`config.mk`:
```
export PLATFORM = sky130hd
export DESIGN_NAME = add_serial_ctrl
export DESIGN_NICKNAME = d
export VERILOG_FILES = /design/src/rtl/add_serial_ctrl.sv
export SDC_FILE = /design/constraint.sdc
export NUM_CORES = 1
export LEC_CHECK = 0
export CAP_MARGIN = 20
export CORE_ASPECT_RATIO = 2
export CORE_MARGIN = 2
export CORE_UTILIZATION = 50
export CTS_CLUSTER_DIAMETER = 60
export DETAILED_ROUTE_END_ITERATION = 8
export GPL_ROUTABILITY_DRIVEN = 0
export PLACE_DENSITY = 0.77
export RECOVER_POWER = 50
export SETUP_SLACK_MARGIN = 0.05
export SYNTH_ARGS = -nofsm -noshare
export SYNTH_HDL_FRONTEND = slang
export SYNTH_SLANG_ARGS = --single-unit
```
`constraint.sdc`:
```
create_clock -name clk -period 1.9 [get_ports clk]
set_clock_uncertainty 0.15 [all_clocks]
set_input_delay 0.475 -clock clk [delete_from_list [all_inputs] [get_ports clk]]
set_output_delay 0.475 -clock clk [all_outputs]
set_load 0.02 [all_outputs]
```
`src/rtl/add_serial_ctrl.sv`:
```
// ============================================================================
// add_serial_ctrl : bit-serial WIDTH-bit adder built around a single add1bit.
// Optional ADD_SERIAL_SUB_EN adds a 'sub' input for a - b (two's complement).
// Rev 1.0
// ============================================================================
`default_nettype none

module add1bit (
   input  logic a_i,
   input  logic b_i,
   input  logic c_i,
   output logic sum_o,
   output logic c_o
);
   assign sum_o = a_i ^ b_i ^ c_i;
   assign c_o   = (a_i & b_i) | (a_i & c_i) | (b_i & c_i);
endmodule

module add_serial_ctrl #(
   parameter int WIDTH = 8
) (
   input  logic             clk,
   input  logic             rst,
   input  logic             start,
   input  logic [WIDTH-1:0] a,
   input  logic [WIDTH-1:0] b,
   input  logic             c_in,
`ifdef ADD_SERIAL_SUB_EN
   input  logic             sub,
`endif
   output logic             busy,
   output logic             done,
   output logic [WIDTH-1:0] sum,
   output logic             c_out
);

   localparam int CNT_W = $clog2(WIDTH + 1);
   localparam logic [CNT_W-1:0] C_LAST = CNT_W'(WIDTH - 1);

   localparam logic [1:0] IDLE = 2'd0;
   localparam logic [1:0] RUN  = 2'd1;
   localparam logic [1:0] DONE = 2'd2;

   logic [1:0]       state_q, state_d;
   logic [WIDTH-1:0] a_sh_q, a_sh_d;
   logic [WIDTH-1:0] b_sh_q, b_sh_d;
   logic [WIDTH-1:0] sum_sh_q, sum_sh_d;
   logic [WIDTH-1:0] sum_q, sum_d;
   logic             carry_q, carry_d;
   logic             c_out_q, c_out_d;
   logic [CNT_W-1:0] cnt_q, cnt_d;

   logic             w_fa_sum;
   logic             w_fa_c;
   logic [WIDTH-1:0] w_sum_shift;
   logic [WIDTH-1:0] w_b_load;
   logic             w_c_load;

   add1bit u_fa (
      .a_i   (a_sh_q[0]),
      .b_i   (b_sh_q[0]),
      .c_i   (carry_q),
      .sum_o (w_fa_sum),
      .c_o   (w_fa_c)
   );

   // New sum bits enter at the MSB so bit i settles in position i after WIDTH shifts.
   generate
      if (WIDTH == 1) begin : g_shift_w1
         assign w_sum_shift = w_fa_sum;
      end else begin : g_shift_wn
         assign w_sum_shift = {w_fa_sum, sum_sh_q[WIDTH-1:1]};
      end
   endgenerate

`ifdef ADD_SERIAL_SUB_EN
   assign w_b_load = sub ? ~b : b;
   assign w_c_load = sub ? 1'b1 : c_in;
`else
   assign w_b_load = b;
   assign w_c_load = c_in;
`endif

   always_comb begin
      state_d  = state_q;
      a_sh_d   = a_sh_q;
      b_sh_d   = b_sh_q;
      sum_sh_d = sum_sh_q;
      sum_d    = sum_q;
      carry_d  = carry_q;
      c_out_d  = c_out_q;
      cnt_d    = cnt_q;
      case (state_q)
         IDLE: begin
            if (start) begin
               a_sh_d  = a;
               b_sh_d  = w_b_load;
               carry_d = w_c_load;
               cnt_d   = '0;
               state_d = RUN;
            end
         end
         RUN: begin
            a_sh_d   = a_sh_q >> 1;
            b_sh_d   = b_sh_q >> 1;
            sum_sh_d = w_sum_shift;
            carry_d  = w_fa_c;
            cnt_d    = cnt_q + CNT_W'(1);
            if (cnt_q == C_LAST) begin
               state_d = DONE;
               sum_d   = w_sum_shift;
               c_out_d = w_fa_c;
            end
         end
         DONE:    state_d = IDLE;
         default: state_d = IDLE;
      endcase
   end

   always_ff @(posedge clk) begin
      if (rst) begin
         state_q  <= IDLE;
         a_sh_q   <= '0;
         b_sh_q   <= '0;
         sum_sh_q <= '0;
         sum_q    <= '0;
         carry_q  <= 1'b0;
         c_out_q  <= 1'b0;
         cnt_q    <= '0;
      end else begin
         state_q  <= state_d;
         a_sh_q   <= a_sh_d;
         b_sh_q   <= b_sh_d;
         sum_sh_q <= sum_sh_d;
         sum_q    <= sum_d;
         carry_q  <= carry_d;
         c_out_q  <= c_out_d;
         cnt_q    <= cnt_d;
      end
   end

   assign busy  = (state_q == RUN);
   assign done  = (state_q == DONE);
   assign sum   = sum_q;
   assign c_out = c_out_q;

endmodule

`default_nettype wire

```
==> impl_results.md <==
- Outcome: finished clean
- Pwr dens: ~820 nW/um2
- Hold Slack: roughly 0.32 ns
- Number of global-route vias before repair: 1426
- Flops & latches, synth: 39
- Routed Antenna Nets: 0
- Setup TNS: 0 ns
- Ys flop type: dfxtp_1
- Net count after synthesis: 211
- Share of layout cells above drive strength 1: 0.100
- Net Sw Frac: 0.248
- FILL cells: 287
- Worst Hold Depth: 2
- Initial antenna violation count: 0
- Reg-to-reg setup timing slack: between 0.3 and 0.4 ns
- Via/cell ratio: a little under 6
- Max Slew Vio Count: 0
- Post-Layout Cell Count: 251
- Worst path required time: between 1 and 1.5 ns
- CP Max Fanout: 3
- WP data arrival: 1.17 ns
- Initial Util: 0.529
- Comb pwr share: 0.124
- Post-place instance area: 2030 um2
- Reg power frac: 0.513
- Min-delay src: sum_sh_q[2]
- Area Growth Syn to Fin: 24.8%
- RSZ-0062 raised after global routing: false
- Max-Cap Viols: 0
- Largest net degree at the start of global routing: 40
- Post-Place Cells: 243
- Syn. warnings: 0
- GR Overflow Total: 0
- CTS tree: built
- Cell Area, Synth: 1690 um2
- Leakage: 0.824 nW
- Num Clock Sinks: 39
- Fin area: ~2100 um2
- CP Capture Type: output port
- Pint: ~1.3 mW
- Clock power share: 0.363
- Remaining DRCs: 0
- Post-Syn Instances: around 190
- First-pass GRT wire length: 6290 um
- Final WL: 3670 um
- Vias after detailed routing: 1463
- H-tree levels: 2
- Reg2reg end: a_sh_q[2]
- Router iterations before antenna repair: 4
- GRT Overall Usage: 0.218
- Dpl hpwl: 2600 um
- Post-CTS Setup Inserts: 0
- Final Hold Viols: 0
- Die X: 45.1 um
- Peak supply drop: 569 uV
- Max Buffers Root-to-Sink: 2
- Hold Path End: sum_sh_q[1]
- Syn Area/Cell: 8.93 um2
- Post-route minimum period: 1.79 ns
- Pre-CTS worst setup slack: 0.0443 ns
- WS Path Type: flop to output port
- Slew headroom: 0.665
- Async S/R FF share, synth: 0
- Root Driver: clkbuf_8
- Diodes inserted: 0
- Hold WC Path Type: flop to flop
- Clk_lat worst skew: 0.30 ns
- Setup-failing EPs final: 0
- Post-synth EDFFs: 0
- Max frequency: 557 MHz
- CTS Buf Count: 5
- Yosys cell types: 29
- Crit path launch type: flop
- Total Power: around 1.7 mW
- Post-synthesis sequential area ratio: 0.463
- R2R depth: 4
- Fin crit share: 0.944
- Clock transition at path regs: 0.08 ns
- R2r startpoint: state_q[0]
- Final Util: 0.659
- IO buf count: 30
- Final nets: 241
- Core footprint: between 3000 and 4000 um2
- DR iter-0 viols: 27
- Chip height: between 80 and 90 um
- Total die area: 3880 um2
- Setup ws final: ~0.11 ns
- Worst-margin pin slew: 0.502 ns
- Switch Pwr: between 0.4 and 0.5 mW
- FP Rows: 29
- Drt wl/cell: approximately 15 um
- Num ports: 31
-- layout by cell type (no fill, tap or decap), types with 2 or more instances in the layout --
cell type,count
dlygate4sd2_1,10
nand2_1,19
nor2_1,27
a21oi_1,16
a21bo_1,8
inv_1,2
a211oi_1,17
clkbuf_8,7
buf_4,6
buf_12,3
dfxtp_1,39
o2bb2ai_1,6
a22oi_1,3
nand3_1,11
o22ai_1,9
clkdlybuf4s50_1,18
-- power groups by stage --
stage / sequential (mW) / clock [mW] / combinational, mW
after floorplan: 0.892 / 0 / 0.143
after global placement: 0.898 / 0 / 0.210
after detailed placement: 0.900 / 0 / 0.216
after CTS: 0.881 / 0.635 / 0.217
after global routing: 0.885 / 0.665 / 0.237
final: 0.881 / 0.623 / 0.213
-- registers in the layout, indices dropped and copies added, names as in the netlist --
register  count
b_sh_q        8
cnt_q         4
a_sh_q        8
state_q       2
c_out         1
carry_q       1
sum           8
sum_sh_q      7
-- layout make-up --
type                            instances  area [um2]  area share
Clock inverter                          1        7.51     0.00357
Timing Repair Buffer                   41         402       0.191
Multi-Input combinational cell        129         769       0.365
Tap cell                               31        38.8      0.0184
Sequential cell                        39         781       0.371
Clock buffer                            7        96.3      0.0458
Inverter                                3        11.3     0.00535
-- kinds of logic (layout without fill, tap and decap cells) --
kind of cell | Yosys count | count (layout) | share of synthesized area
adder cells (fa/ha/maj) | 2 | 2 | 0.0193
AND/OR/NAND/NOR | 62 | 62 | 0.160
AO/OA/AOI/OAI | 65 | 65 | 0.279
buffers and inverters | 21 | 52 | 0.0786
flip-flops | 39 | 39 | 0.463
-- what timing repair did --
item                                    CTS  global route
hold buffers                              0             0
resized for setup                        11             1
endpoints found under the setup margin   11             1
pin swaps                                 0             0
-- cells in the mapped netlist (all sizes together) (2+ instances only) --
| cell | instances | area (um2) |
|---|---|---|
| a22oi | 3 | 22.5 |
| nand2 | 19 | 71.3 |
| clkbuf | 7 | 26.3 |
| dfxtp | 39 | 781 |
| o22ai | 9 | 56.3 |
| inv | 3 | 11.3 |
| nand3 | 11 | 55.1 |
| a21bo | 9 | 90.1 |
| a21oi | 17 | 88.8 |
| a211oi | 17 | 128 |
| o2bb2ai | 6 | 52.6 |
| nor2 | 27 | 101 |
| nand2b | 2 | 20.0 |
| buf | 11 | 95.1 |
-- critical path, stage by stage, from the launching register on --
cell             delay [ns]
dfxtp_1                0.32
nand2b_2               0.19
inv_2                  0.07
clkdlybuf4s15_1        0.30
-- layer usage --
layer | wire length [um] | share of wire | up-vias | GRT usage
li1 | - | - | 727 | -
met1 | 1430 | 0.39 | 685 | 0.238
met2 | 2020 | 0.55 | 41 | 0.373
met3 | 136 | 0.037 | 10 | 0.0526
met4 | 87 | 0.024 | 0 | 0.110
met5 | 0 | 0 | - | 0
-- how the worst max path moves through the flow --
| stage | from | endpoint | slack (ns) | depth (start not counted) |
|---|---|---|---|---|
| floorplan | state_q[1] | done | 0.27 | 3 |
| global placement | start | b_sh_q[7] | 0.12 | 5 |
| detailed placement | start | a_sh_q[2] | 0.04 | 5 |
| CTS | state_q[0] | busy | 0.08 | 3 |
| global route | state_q[1] | busy | 0.06 | 3 |
| finish | state_q[1] | busy | 0.11 | 3 |
(Power assumes the default switching activity.)
